## src/rtl/rgb_to_yuv_encoder_pkg.sv

```systemverilog
// Shared encoder definitions: state encoding, SRAM plane map, BT.601 coefficients.
package rgb_to_yuv_encoder_pkg;

  typedef enum logic [3:0] {
    S_ENC_IDLE, S_ENC_RD0, S_ENC_RD1, S_ENC_RD2, S_ENC_CAP1,
    S_ENC_Y0, S_ENC_Y1, S_ENC_U, S_ENC_V,
    S_ENC_WR_Y, S_ENC_WR_U, S_ENC_WR_V, S_ENC_DONE
  } enc_state_e;

  typedef enum logic [1:0] { CSC_Y, CSC_U, CSC_V } csc_sel_e;

  localparam logic [17:0] Y_BASE   = 18'd0;
  localparam logic [17:0] U_BASE   = 18'd38400;
  localparam logic [17:0] V_BASE   = 18'd57600;
  localparam logic [17:0] RGB_BASE = 18'd146944;
  localparam int          NUM_PAIRS_FRAME = 38400;

  // Luma works on single pixels, chroma on 9-bit pair sums (hence one more shift bit).
  localparam logic signed [31:0] K_YR =  32'sd16843;
  localparam logic signed [31:0] K_YG =  32'sd33030;
  localparam logic signed [31:0] K_YB =  32'sd6423;
  localparam logic signed [31:0] K_UR = -32'sd9699;
  localparam logic signed [31:0] K_UG = -32'sd19071;
  localparam logic signed [31:0] K_UB =  32'sd28770;
  localparam logic signed [31:0] K_VR =  32'sd28770;
  localparam logic signed [31:0] K_VG = -32'sd24117;
  localparam logic signed [31:0] K_VB = -32'sd4653;
  localparam logic signed [31:0] RND_Y  = 32'sd32768;
  localparam logic signed [31:0] RND_UV = 32'sd65536;
  localparam logic signed [31:0] OFS_Y  = 32'sd16;
  localparam logic signed [31:0] OFS_UV = 32'sd128;

  // Word address of the first RGB word of pair k (3k offset, shift-and-add).
  function automatic logic [17:0] rgb_addr(input logic [15:0] k);
    return RGB_BASE + {2'b00, k} + {1'b0, k, 1'b0};
  endfunction

endpackage

```

## src/rtl/rgb_to_yuv_encoder_csc_mac3.sv

```systemverilog
// Three-multiplier colour-space MAC: coefficient set chosen by sel, rounded, shifted, clipped.
module csc_mac3
  import rgb_to_yuv_encoder_pkg::*;
(
  input  csc_sel_e   sel,
  input  logic [8:0] a,
  input  logic [8:0] b,
  input  logic [8:0] c,
  output logic [7:0] q
);

  logic signed [31:0] ka, kb, kc, pa, pb, pc, acc, res;

  // Pick coefficients, multiply-accumulate, then round/shift/offset and saturate to 8 bits.
  always_comb begin
    ka = K_YR; kb = K_YG; kc = K_YB;
    case (sel)
      CSC_U:   begin ka = K_UR; kb = K_UG; kc = K_UB; end
      CSC_V:   begin ka = K_VR; kb = K_VG; kc = K_VB; end
      default: ;
    endcase
    pa  = ka * $signed({23'd0, a});
    pb  = kb * $signed({23'd0, b});
    pc  = kc * $signed({23'd0, c});
    acc = pa + pb + pc + ((sel == CSC_Y) ? RND_Y : RND_UV);
    res = (sel == CSC_Y) ? (acc >>> 16) + OFS_Y : (acc >>> 17) + OFS_UV;
    if (res < 0)        q = 8'd0;
    else if (res > 255) q = 8'd255;
    else                q = res[7:0];
  end

endmodule

```

## src/rtl/rgb_to_yuv_encoder.sv

```systemverilog
// Reads interleaved RGB pairs from SRAM, writes planar Y and 2:1 decimated U/V back.
module rgb_to_yuv_encoder
  import rgb_to_yuv_encoder_pkg::*;
#(
  parameter int NUM_PAIRS = NUM_PAIRS_FRAME
) (
  input  logic        Clock,
  input  logic        Resetn,
  input  logic        Enable,
  input  logic [15:0] SRAM_read_data,
  output logic [17:0] SRAM_address,
  output logic [15:0] SRAM_write_data,
  output logic        SRAM_we_n,
  output logic        Done
);

  enc_state_e  state;
  logic [15:0] k;
  logic [7:0]  r0, g0, b0, r1, g1, b1;
  logic [7:0]  y0, y1, u, v, u_hold, v_hold;
  csc_sel_e    sel;
  logic [8:0]  op_a, op_b, op_c;
  logic [7:0]  mac_q;

  // Feed the single MAC: one pixel for luma, pair sums for chroma.
  always_comb begin
    sel  = CSC_Y;
    op_a = {1'b0, r0};
    op_b = {1'b0, g0};
    op_c = {1'b0, b0};
    case (state)
      S_ENC_Y1: begin op_a = {1'b0, r1}; op_b = {1'b0, g1}; op_c = {1'b0, b1}; end
      S_ENC_U, S_ENC_V: begin
        sel  = (state == S_ENC_U) ? CSC_U : CSC_V;
        op_a = {1'b0, r0} + {1'b0, r1};
        op_b = {1'b0, g0} + {1'b0, g1};
        op_c = {1'b0, b0} + {1'b0, b1};
      end
      default: ;
    endcase
  end

  csc_mac3 u_mac (.sel(sel), .a(op_a), .b(op_b), .c(op_c), .q(mac_q));

  // Pair sequencer; all SRAM port values are registered on entry to the state that shows them.
  always_ff @(posedge Clock or negedge Resetn) begin
    if (!Resetn) begin
      state <= S_ENC_IDLE;
      k <= '0;
      {r0, g0, b0, r1, g1, b1} <= '0;
      {y0, y1, u, v, u_hold, v_hold} <= '0;
      SRAM_address <= '0;
      SRAM_write_data <= '0;
      SRAM_we_n <= 1'b1;
      Done <= 1'b0;
    end else begin
      SRAM_we_n <= 1'b1;
      Done <= 1'b0;
      case (state)
        S_ENC_IDLE: if (Enable) begin
          k <= '0;
          SRAM_address <= RGB_BASE;
          state <= S_ENC_RD0;
        end
        S_ENC_RD0: begin SRAM_address <= SRAM_address + 18'd1; state <= S_ENC_RD1; end
        S_ENC_RD1: begin SRAM_address <= SRAM_address + 18'd1; state <= S_ENC_RD2; end
        S_ENC_RD2: begin {r0, g0} <= SRAM_read_data; state <= S_ENC_CAP1; end
        S_ENC_CAP1: begin {b0, r1} <= SRAM_read_data; state <= S_ENC_Y0; end
        S_ENC_Y0: begin {g1, b1} <= SRAM_read_data; y0 <= mac_q; state <= S_ENC_Y1; end
        S_ENC_Y1: begin y1 <= mac_q; state <= S_ENC_U; end
        S_ENC_U:  begin u <= mac_q; state <= S_ENC_V; end
        S_ENC_V: begin
          v <= mac_q;
          SRAM_address <= Y_BASE + 18'(k);
          SRAM_write_data <= {y0, y1};
          SRAM_we_n <= 1'b0;
          state <= S_ENC_WR_Y;
        end
        S_ENC_WR_Y: begin
          if (!k[0]) begin
            // Even pair: park chroma until its odd partner arrives.
            u_hold <= u;
            v_hold <= v;
            k <= k + 16'd1;
            SRAM_address <= rgb_addr(k + 16'd1);
            state <= S_ENC_RD0;
          end else begin
            SRAM_address <= U_BASE + 18'(k >> 1);
            SRAM_write_data <= {u_hold, u};
            SRAM_we_n <= 1'b0;
            state <= S_ENC_WR_U;
          end
        end
        S_ENC_WR_U: begin
          SRAM_address <= V_BASE + 18'(k >> 1);
          SRAM_write_data <= {v_hold, v};
          SRAM_we_n <= 1'b0;
          state <= S_ENC_WR_V;
        end
        S_ENC_WR_V: begin
          if (k == 16'(NUM_PAIRS - 1)) begin
            Done <= 1'b1;
            state <= S_ENC_DONE;
          end else begin
            k <= k + 16'd1;
            SRAM_address <= rgb_addr(k + 16'd1);
            state <= S_ENC_RD0;
          end
        end
        S_ENC_DONE: state <= S_ENC_IDLE;
        default: state <= S_ENC_IDLE;
      endcase
    end
  end

endmodule

```

## config.mk

```make
export PLATFORM = sky130hd
export DESIGN_NAME = rgb_to_yuv_encoder
export DESIGN_NICKNAME = d
export VERILOG_FILES = /design/src/rtl/rgb_to_yuv_encoder_pkg.sv /design/src/rtl/rgb_to_yuv_encoder_csc_mac3.sv /design/src/rtl/rgb_to_yuv_encoder.sv
export SDC_FILE = /design/constraint.sdc
export NUM_CORES = 1
export LEC_CHECK = 0
export BUFFER_PORTS_ARGS = -buffer_cell sky130_fd_sc_hd__buf_2
export CAP_MARGIN = 20
export CELL_PAD_IN_SITES_DETAIL_PLACEMENT = 0
export CELL_PAD_IN_SITES_GLOBAL_PLACEMENT = 1
export CORE_ASPECT_RATIO = 1.75
export CORE_MARGIN = 4
export CORE_UTILIZATION = 40
export DETAILED_ROUTE_END_ITERATION = 10
export GPL_ROUTABILITY_DRIVEN = 0
export PLACE_DENSITY = 0.74
export SYNTH_ARGS = -nofsm -noshare
export SYNTH_HDL_FRONTEND = slang
export SYNTH_SLANG_ARGS = --single-unit
```

## constraint.sdc

```tcl
create_clock -name Clock -period 10.9 [get_ports Clock]
set_clock_uncertainty 0.2 [all_clocks]
set_input_delay 0.545 -clock Clock [delete_from_list [all_inputs] [get_ports Clock]]
set_output_delay 0.545 -clock Clock [all_outputs]
set_load 0.005 [all_outputs]
```

# Yosys cells after proc, flatten, opt, wreduce, memory -nomap -nowiden
# Cells that the tools add are included.
# W data, S select, Z words.
# word_totals
reg_bits	152
latchBits	0
mem_bits_rw	0
rom_bits	0
output_inout_bits	36
mem_count	0
# classes
n_addsub	14
n_mul	3
n_div	0
order_cmp	2
eq_ne	18
shift	0
n_mux	30
bitwise_logic	1
reduce_logical	13
# op_table
operator	n
$pmux W32 S2	3
$pmux W18 S6	1
$mul A32 B10 Y32	3
$pmux W16 S3	2
$add A32 B32 Y32	2
$mux W16	4
$mux W18	3
$pmux W9 S2	3
$pmux W4 S12	1
$add A16 B15 Y17 const A	2
$add A32 B18 Y32	1
$gt A32 B9 Y1 const B	1
$lt A32 B1 Y1 const B	1
$mux W32	1
$add A8 B8 Y9	3
$add A18 B1 Y18 const B	1
$add A18 B16 Y18 const A	1
$add A18 B17 Y18	1
$add A16 B6 Y17 const B	1
$mux W17	1
$add A15 B9 Y16 const B	1
$add A16 B1 Y16 const B	1
$eq A16 B16 Y1 const B	1
$eq A4 B3 Y1 const B	4
20 further kinds	38

# Longest topological paths before layout
# Gate-level depths: netlist (run 1).
# logic_depth
ltp_word	14
mapped_depth	44
ltp_nobuf	42

# Modules after synthesis
# A second synthesis (run 1) with hierarchy kept.
# unflattened
hier_cells	2686
area_unflattened_um2	25572.0
# by_module_without_submodules
mod	n_inst	cells_each	area_each_um2	seq_area_each_um2
csc_mac3	1	1711	15960.3	0.0
rgb_to_yuv_encoder	1	975	9611.7	3804.9

# Least setup slack after synthesis (run 1)
# OpenSTA, ideal clock, no wires.
# synth_path
path_kind	reg2reg
start	register state[1]
end	register y0[6]
setup_ns	0.143
arrival_ns	10.239
required_ns	10.557
setup_slack_ns	0.318
stages_incl_launch_ff	39
path_buffers	8
synth_period_minus_slack_ns	10.582
path_cell_list	dfrtp_1 buf_2 clkbuf_1 or2_2 clkbuf_1 nor2_1 nor2_1 clkbuf_1 clkinv_1 clkbuf_1 clkbuf_1 a21oi_1 nor2_1 fa_1 fa_1 inv_1 fa_1 fa_1 (+3 left out) fa_1 inv_1 fa_1 inv_1 ha_1 clkbuf_1 nand4_1 a2111oi_2 a32o_1 a31oi_2 nand2_1 xor2_1 nand3_1 o41a_1 a2111oi_2 o21a_4 buf_6 a211oi_1
# synth_via
elab_chain_len	14
# synth_lines
element	line_no	text
from (decl)	rgb_to_yuv_encoder.sv:17	enc_state_e state;
from (signal assigned)	rgb_to_yuv_encoder.sv:48	state <= S_ENC_IDLE;
from (signal assigned)	rgb_to_yuv_encoder.sv:63	state <= S_ENC_RD0;
from (signal assigned)	rgb_to_yuv_encoder.sv:65	S_ENC_RD0: begin SRAM_address <= SRAM_address + 18'd1; state <= S_ENC_RD1; end
$eq A4 B3 Y1 / $eq A4 B4 Y1 (equally long branches)	rgb_to_yuv_encoder.sv:31, rgb_to_yuv_encoder.sv:34	
$mux W2 / $reduce_or A2 Y1 (equally long branches)	rgb_to_yuv_encoder.sv:34, rgb_to_yuv_encoder.sv:31	
$mux W2	rgb_to_yuv_encoder.sv:31	case (state)
$eq A2 B2 Y1 / $eq A2 B1 Y1 (equally long branches)	rgb_to_yuv_encoder_csc_mac3.sv:17	case (sel)
$pmux W32 S2	rgb_to_yuv_encoder_csc_mac3.sv:17	
$mul A32 B10 Y32, on equally long branches	rgb_to_yuv_encoder_csc_mac3.sv:22, rgb_to_yuv_encoder_csc_mac3.sv:23	
$add A32 B32 Y32 (2 in series)	rgb_to_yuv_encoder_csc_mac3.sv:25	acc = pa + pb + pc + ((sel == CSC_Y) ? RND_Y : RND_UV);
$add A32 B18 Y32	rgb_to_yuv_encoder_csc_mac3.sv:25	
$add A16 B6 Y17 / $add A15 B9 Y16 (equally long branches)	rgb_to_yuv_encoder_csc_mac3.sv:26	res = (sel == CSC_Y) ? (acc >>> 16) + OFS_Y : (acc >>> 17) + OFS_UV;
$mux W32	rgb_to_yuv_encoder_csc_mac3.sv:26	
$gt A32 B9 Y1	rgb_to_yuv_encoder_csc_mac3.sv:28	else if (res > 255) q = 8'd255;
$mux W8	rgb_to_yuv_encoder_csc_mac3.sv:28	
$mux W8	rgb_to_yuv_encoder_csc_mac3.sv:27	if (res < 0) q = 8'd0;
to (signal assigned)	rgb_to_yuv_encoder.sv:51	{y0, y1, u, v, u_hold, v_hold} <= '0;
to (signal assigned)	rgb_to_yuv_encoder.sv:69	S_ENC_Y0: begin {g1, b1} <= SRAM_read_data; y0 <= mac_q; state <= S_ENC_Y1; end
to (decl)	rgb_to_yuv_encoder.sv:20	logic [7:0] y0, y1, u, v, u_hold, v_hold;
# Several ways; a longest one is shown, not always the timed one.
# A chain may end at the register's enable or synchronous reset.

# Final worst setup path (run 1)
# layout_path
start	register r1[0]
end	register y0[0]
# layout_via
elab_chain_len	11
# layout_lines
element	line_no	text
from (decl)	rgb_to_yuv_encoder.sv:19	logic [7:0] r0, g0, b0, r1, g1, b1;
from (signal assigned)	rgb_to_yuv_encoder.sv:50	{r0, g0, b0, r1, g1, b1} <= '0;
from (signal assigned)	rgb_to_yuv_encoder.sv:68	S_ENC_CAP1: begin {b0, r1} <= SRAM_read_data; state <= S_ENC_Y0; end
$add A8 B8 Y9	rgb_to_yuv_encoder.sv:35	op_a = {1'b0, r0} + {1'b0, r1};
$pmux W9 S2 *	rgb_to_yuv_encoder.sv:31	
$mul A32 B10 Y32 *	rgb_to_yuv_encoder_csc_mac3.sv:22	pa = ka * $signed({23'd0, a});
$add A32 B32 Y32 * (2 in series)	rgb_to_yuv_encoder_csc_mac3.sv:25	
$add A32 B18 Y32 *	rgb_to_yuv_encoder_csc_mac3.sv:25	
$add A16 B6 Y17 / $add A15 B9 Y16 (equally long branches)	rgb_to_yuv_encoder_csc_mac3.sv:26	
$mux W32 *	rgb_to_yuv_encoder_csc_mac3.sv:26	
$gt A32 B9 Y1	rgb_to_yuv_encoder_csc_mac3.sv:28	
$mux W8	rgb_to_yuv_encoder_csc_mac3.sv:28	
$mux W8 *	rgb_to_yuv_encoder_csc_mac3.sv:27	
# Every way passes the cells marked *; elsewhere a longest branch is shown, timed or not.

==> impl_metrics.yaml, run 1 <==
status:
  status: "finished clean"
yosys:
  ys.flop_type: "dfrtp_1"
  synthTopCellsByArea: "fa_1 33%, dfrtp_1 15%, ha_1 13%"
  ys_seq_area_frac: 0.151
  synth_compound_area_frac: 0.107
  yosys.cell_count.top_type: "inv_1"
  ys_warn_count: 0
  ys_async_sr_fraction: 1.00
  yosys.area.top_type: "fa_1"
  synth_top_family_by_area: "adder cells"
  syn_area_per_cell_um2: 9.06
  yosys.area_share.simple: 0.111
  synthXorXnorAreaFrac: 0.0254
  yosys.cell_types.count: 88
  netlist_instances: 2777
  synth_mux_area_frac: 0.0228
  netlist.area_leader.share: 0.334
  synth_enable_flop_cells: 0
  synth_commonest_cells: "714 x inv_1, 420 x fa_1, 258 x ha_1"
  synth-seq-cells: 152
  synth_fa_ha_area_frac: 0.463
  syn_area_um2: 25100
sta:
  whs_ns: 0.0786
  fmax_mhz: 94.9
  worstMarginPinSlew_ns: 1.05
  fin_crit_ns: 10.54
  hold_viol_final: 0
  setup_viol: 0
  slew_headroom: 0.294
  maxSlewViolCount: 0
  timing.final.crit_share: 0.967
layout:
  drive_gt1_frac: 0.108
  layout.nets: 3555
  fin_area_um2: 27800
  area_growth_pct: 10.4
clock_network:
  cts_tree: "built"
  cts.path.max_buffers: 3
  htree_levels: 4
  cts.sinks: 152
  clk_pin_slew_worst_paths_ns: 0.05
  cts_made_buffers: 25
  root_buffer: "clkbuf_16"
  clk_latency_ns: 0.49
route:
  antenna_left: 0
  wl_mm: 80.7
  wl_per_cell_um: 22.0
  drt-vias-per-instance: 5.35
  drcViolationCount: 0
  routed-via-count: 19600
  drt_iter0_markers: 1029
  drt_pass1_iterations: 5
global_routing:
  grt_max_degree: 85
  grt_util_met2: 0.463
  busiest_layer: "met2"
  antenna_found_initial: 1
  grt.overflow.total: 0
  grt_first_pass_wirelength_mm: 125
  grt_pass1_vias: 22200
  grt_use_total: 0.246
  use_met3: 0.0206
  met1_usage: 0.229
floorplanning:
  ios: 55
  fp.coreArea_um2: 62200
  dieArea_um2: 67100
  rows: 121
  die_h_um: 340
  start_util: 0.404
  die_x_um: 198
setup_path:
  crit_type: "reg -> reg"
  r2r_slack_ns: 0.36
  cp_slowest_cell: "fa_1"
  start_kind: "register"
  cpPeakStageDelay_ns: 0.59
  worstPathMaxFanout: 8
  crit_top_cell: "fa_1"
  arrival_ns: 10.65
  cp.required_ns: 11.02
  crit_path_end_kind: "register"
place:
  port_buffers: 54
  place_area_um2: 26700
  hpwl_mm: 69.6
flow_run:
  drv_cap: 0
min_path:
  hold_path_class: "in -> reg"
cell type report:
type | instances | area, um2
antenna | 2 | 5.00
clock buffer | 29 | 651
clock inverter | 4 | 47.5
fill | 6055 | 34500
inverter | 715 | 2680
multi-input combinational | 1832 | 18700
sequential | 152 | 3810
tap | 799 | 1000
timing repair buffer | 132 | 906
stage by stage:
stage,setup TNS (ns),setup WS (ns),cells,util
6_report,0,0.365,3665,0.446
5_1_grt,-0.0336,-0.0207,3663,0.446
4_1_cts,0,0.0464,3654,0.441
3_5_place_dp,0,0.0329,3620,0.429
3_3_place_gp,0,0.329,3620,0.429
2_1_floorplan,0,0.318,2780,-
registers in the layout, summed over array words and instances, names as in the netlist:
signal	count
u_hold	8
u	8
SRAM_address	18
b1	8
b0	8
y1	8
r1	8
g1	8
SRAM_write_data	16
y0	8
state	4
v_hold	8
SRAM_we_n	1
g0	8
Done	1
v	8
r0	8
k	16
worst max-delay path, delay by kind of cell, from the launching register on:
family	cells	cell delay (ns)
flops	1	0.39
xor+xnor	1	0.18
simple gates	8	1.72
fa+ha+maj	11	5.20
buf+inv	6	0.38
compound gates	11	2.27
cells in the final DEF (no fill, tap or decap), types with 47 or more instances in the layout:
cell type	n
buf_2	53
o21ai_0	88
a21oi_1	78
ha_1	251
buf_4	73
inv_1	710
nor2_1	184
nand2_1	244
fa_1	416
dfrtp_1	150
mux2_2	47
per-layer routing:
| layer | wire [um] | vias up |
|---|---|---|
| met1 | 24900 | 9843 |
| met2 | 43600 | 617 |
| met3 | 2450 | 305 |
| met4 | 9710 | 0 |
| li1 | - | 8830 |
| met5 | 0 | - |
cells by family (layout without fill, tap and decap cells):
family	Yosys count	after routing
AOI/OAI and AO/OA	402	403
other	1	6
DFF	152	152
adders and majority gates	678	678
muxes	51	51
xor gates and xnor gates	72	72
and+or+nand+nor	624	624
buffers and inverters	797	880
timing repair:
item	4_1_cts	5_1_grt
pin swaps	0	8
hold endpoints to repair	82	0
buffers inserted	0	7
endpoints found under the setup margin	2	30
resized for setup	1	70
hold buffers	1	0
gates cloned	0	1
worst paths after layout:
path / start / end / cells past startpoint
worst max register to register: r1[0] / y0[0] / 37
max in group asynchronous: Resetn / b1[7] / 3
worst min-delay path: SRAM_read_data[12] / g1[4] / 3
min in group asynchronous: Resetn / SRAM_write_data[11] / 2
worst min register to register: v_hold[7] / v_hold[7] / 1
worst max-delay path: r1[0] / y0[0] / 37
Power of run 1 is not shown: default switching activity piles up to over one toggle a cycle in this logic, so the estimate is an artifact.
==> run 2, diff against run 1 <==
REMOVE_ABC_BUFFERS = 1   (was not set)
==> run 2 against run 1 <==
  * Clock-buffer cell count down 9
  * Register-to-register slack barely moved
  * Sequential share of layout area increased by 0.059 points
  * Via count fell by 1.8%
  * Maximum frequency hardly changed
  * Critical endpoint is now y1[4]
  * Largest cell class unchanged
  * Highest routed layer is now met5
==> impl_metrics.yaml, run 2 (same netlist as run 1, synthesis figures left out) <==
route:
  antenna_left: 0
  routed-via-count: 19200
  drcViolationCount: 0
  wl_mm: 78.9
  drt_pass1_iterations: 6
  drt-vias-per-instance: 5.24
  wl_per_cell_um: 21.5
  drt_iter0_markers: 1059
global_routing:
  antenna_found_initial: 1
  grt_first_pass_wirelength_mm: 123
  grt_pass1_vias: 21600
  grt_use_total: 0.241
  grt_max_degree: 85
  grt.overflow.total: 0
floorplanning:
  dieArea_um2: 67100
  start_util: 0.404
  fp.coreArea_um2: 62200
  die_h_um: 340
  rows: 121
  ios: 55
  die_x_um: 198
place:
  placed_cells: 3623
  post-place-ws_ns: -0.0265
  port_buffers: 54
  place_area_um2: 26700
  hpwl_mm: 68.6
sta:
  maxSlewViolCount: 0
  hold_viol_final: 0
  slew_headroom: 0.403
  fmax_mhz: 94.9
  setup_viol: 0
  worstMarginPinSlew_ns: 0.892
  rsz0062_at_grt: "true"
  timing.final.crit_share: 0.967
  finalWorstSetupSlack_ns: 0.362
  fin_crit_ns: 10.54
clock_network:
  clk_pin_slew_worst_paths_ns: 0.07
  clk_latency_ns: 0.44
  htree_levels: 4
  root_buffer: "clkbuf_16"
  cts.path.max_buffers: 2
  cts_made_buffers: 17
  cts_tree: "built"
  cts.sinks: 152
layout:
  layout.nets: 3553
  top_register: "SRAM_address"
  final_cell_mix: "712 x inv_1, 416 x fa_1, 249 x ha_1, 247 x nand2_1, 185 x nor2_1"
  drive_gt1_frac: 0.105
  final_util: 0.444
  num-fill-cells: 6080
  multi_input_area_um2: 18700
  area_growth_pct: 9.93
  final_common_cell: "inv_1"
  top_regs: "SRAM_address: 18 flops, SRAM_write_data: 16 flops, k: 16 flops"
  area.sequential_um2: 3800
  layout.cells.non_filler: 3669
  largest_register_ffs: 18
  fin_area_um2: 27600
setup_path:
  start_kind: "register"
  worstPathMaxFanout: 8
  cp.required_ns: 10.99
  crit_type: "reg -> reg"
  cpPeakStageDelay_ns: 0.59
  crit_path_end_kind: "register"
  arrival_ns: 10.63
  cp_slowest_cell: "fa_1"
  crit_top_cell: "fa_1"
status:
  status: "finished clean"
min_path:
  hold_path_class: "in -> reg"
flow_run:
  drv_cap: 0
run 2: metal layers:
| metal | GRT usage | wire length, um | share of wire |
|---|---|---|---|
| met3 | 0.0186 | 2320 | 0.029 |
| met5 | 0 | 12 | 0.00015 |
| met1 | 0.224 | 24500 | 0.31 |
| met4 | 0.222 | 9380 | 0.12 |
| met2 | 0.453 | 42700 | 0.54 |
run 2: worst paths after layout:
check | start | to | slack, ns | cells after the start
max | r1[0] | y1[4] | 0.36 | 39
min | SRAM_read_data[12] | g1[4] | 0.12 | 3
max reg2reg | r1[0] | y1[4] | 0.36 | 39
max in group asynchronous | Resetn | y0[4] | 8.52 | 3
min reg2reg | v[7] | v[7] | 0.31 | 2
min in group asynchronous | Resetn | g0[6] | 0.52 | 2
run 2: repair_timing:
| action | in CTS | in global routing |
|---|---|---|
| hold buffers | 1 | 0 |
| cloned | 0 | 1 |
| endpoints found under the setup margin | 16 | 30 |
| buffers inserted | 0 | 10 |
| gates resized for setup | 2 | 57 |
| hold endpoints to repair | 22 | 0 |
| pin swaps | 0 | 13 |
run 2: stage by stage:
step / setup TNS, ns / hold slack (ns)
after floorplan: -42.27 / 0.0494
after global placement: 0 / 0.289
after detailed placement: -0.120 / 0.294
after CTS: 0 / 0.0920
after global routing: -1.56 / 0.113
final: 0 / 0.115
run 2: area by class of cell:
type / instances / share of cell area
diodes: 1 / 0.0000905
well taps: 799 / 0.0362
flip-flops and latches: 152 / 0.138
multi-input cells: 1832 / 0.675
clock buffers: 20 / 0.0162
repair buffers: 138 / 0.0329
inverters: 715 / 0.0971
clock inverters: 12 / 0.00462
run 2: critical path, delay by kind of cell, from the launching register on:
family	cells	cell delay (ns)
buffers and inverters	8	0.67
muxes	1	0.15
AOI/OAI and AO/OA	9	1.56
xor gates and xnor gates	1	0.16
DFF	1	0.42
and+or+nand+nor	8	1.77
adders and majority gates	12	5.48
Power of run 2 is left out for the same reason.
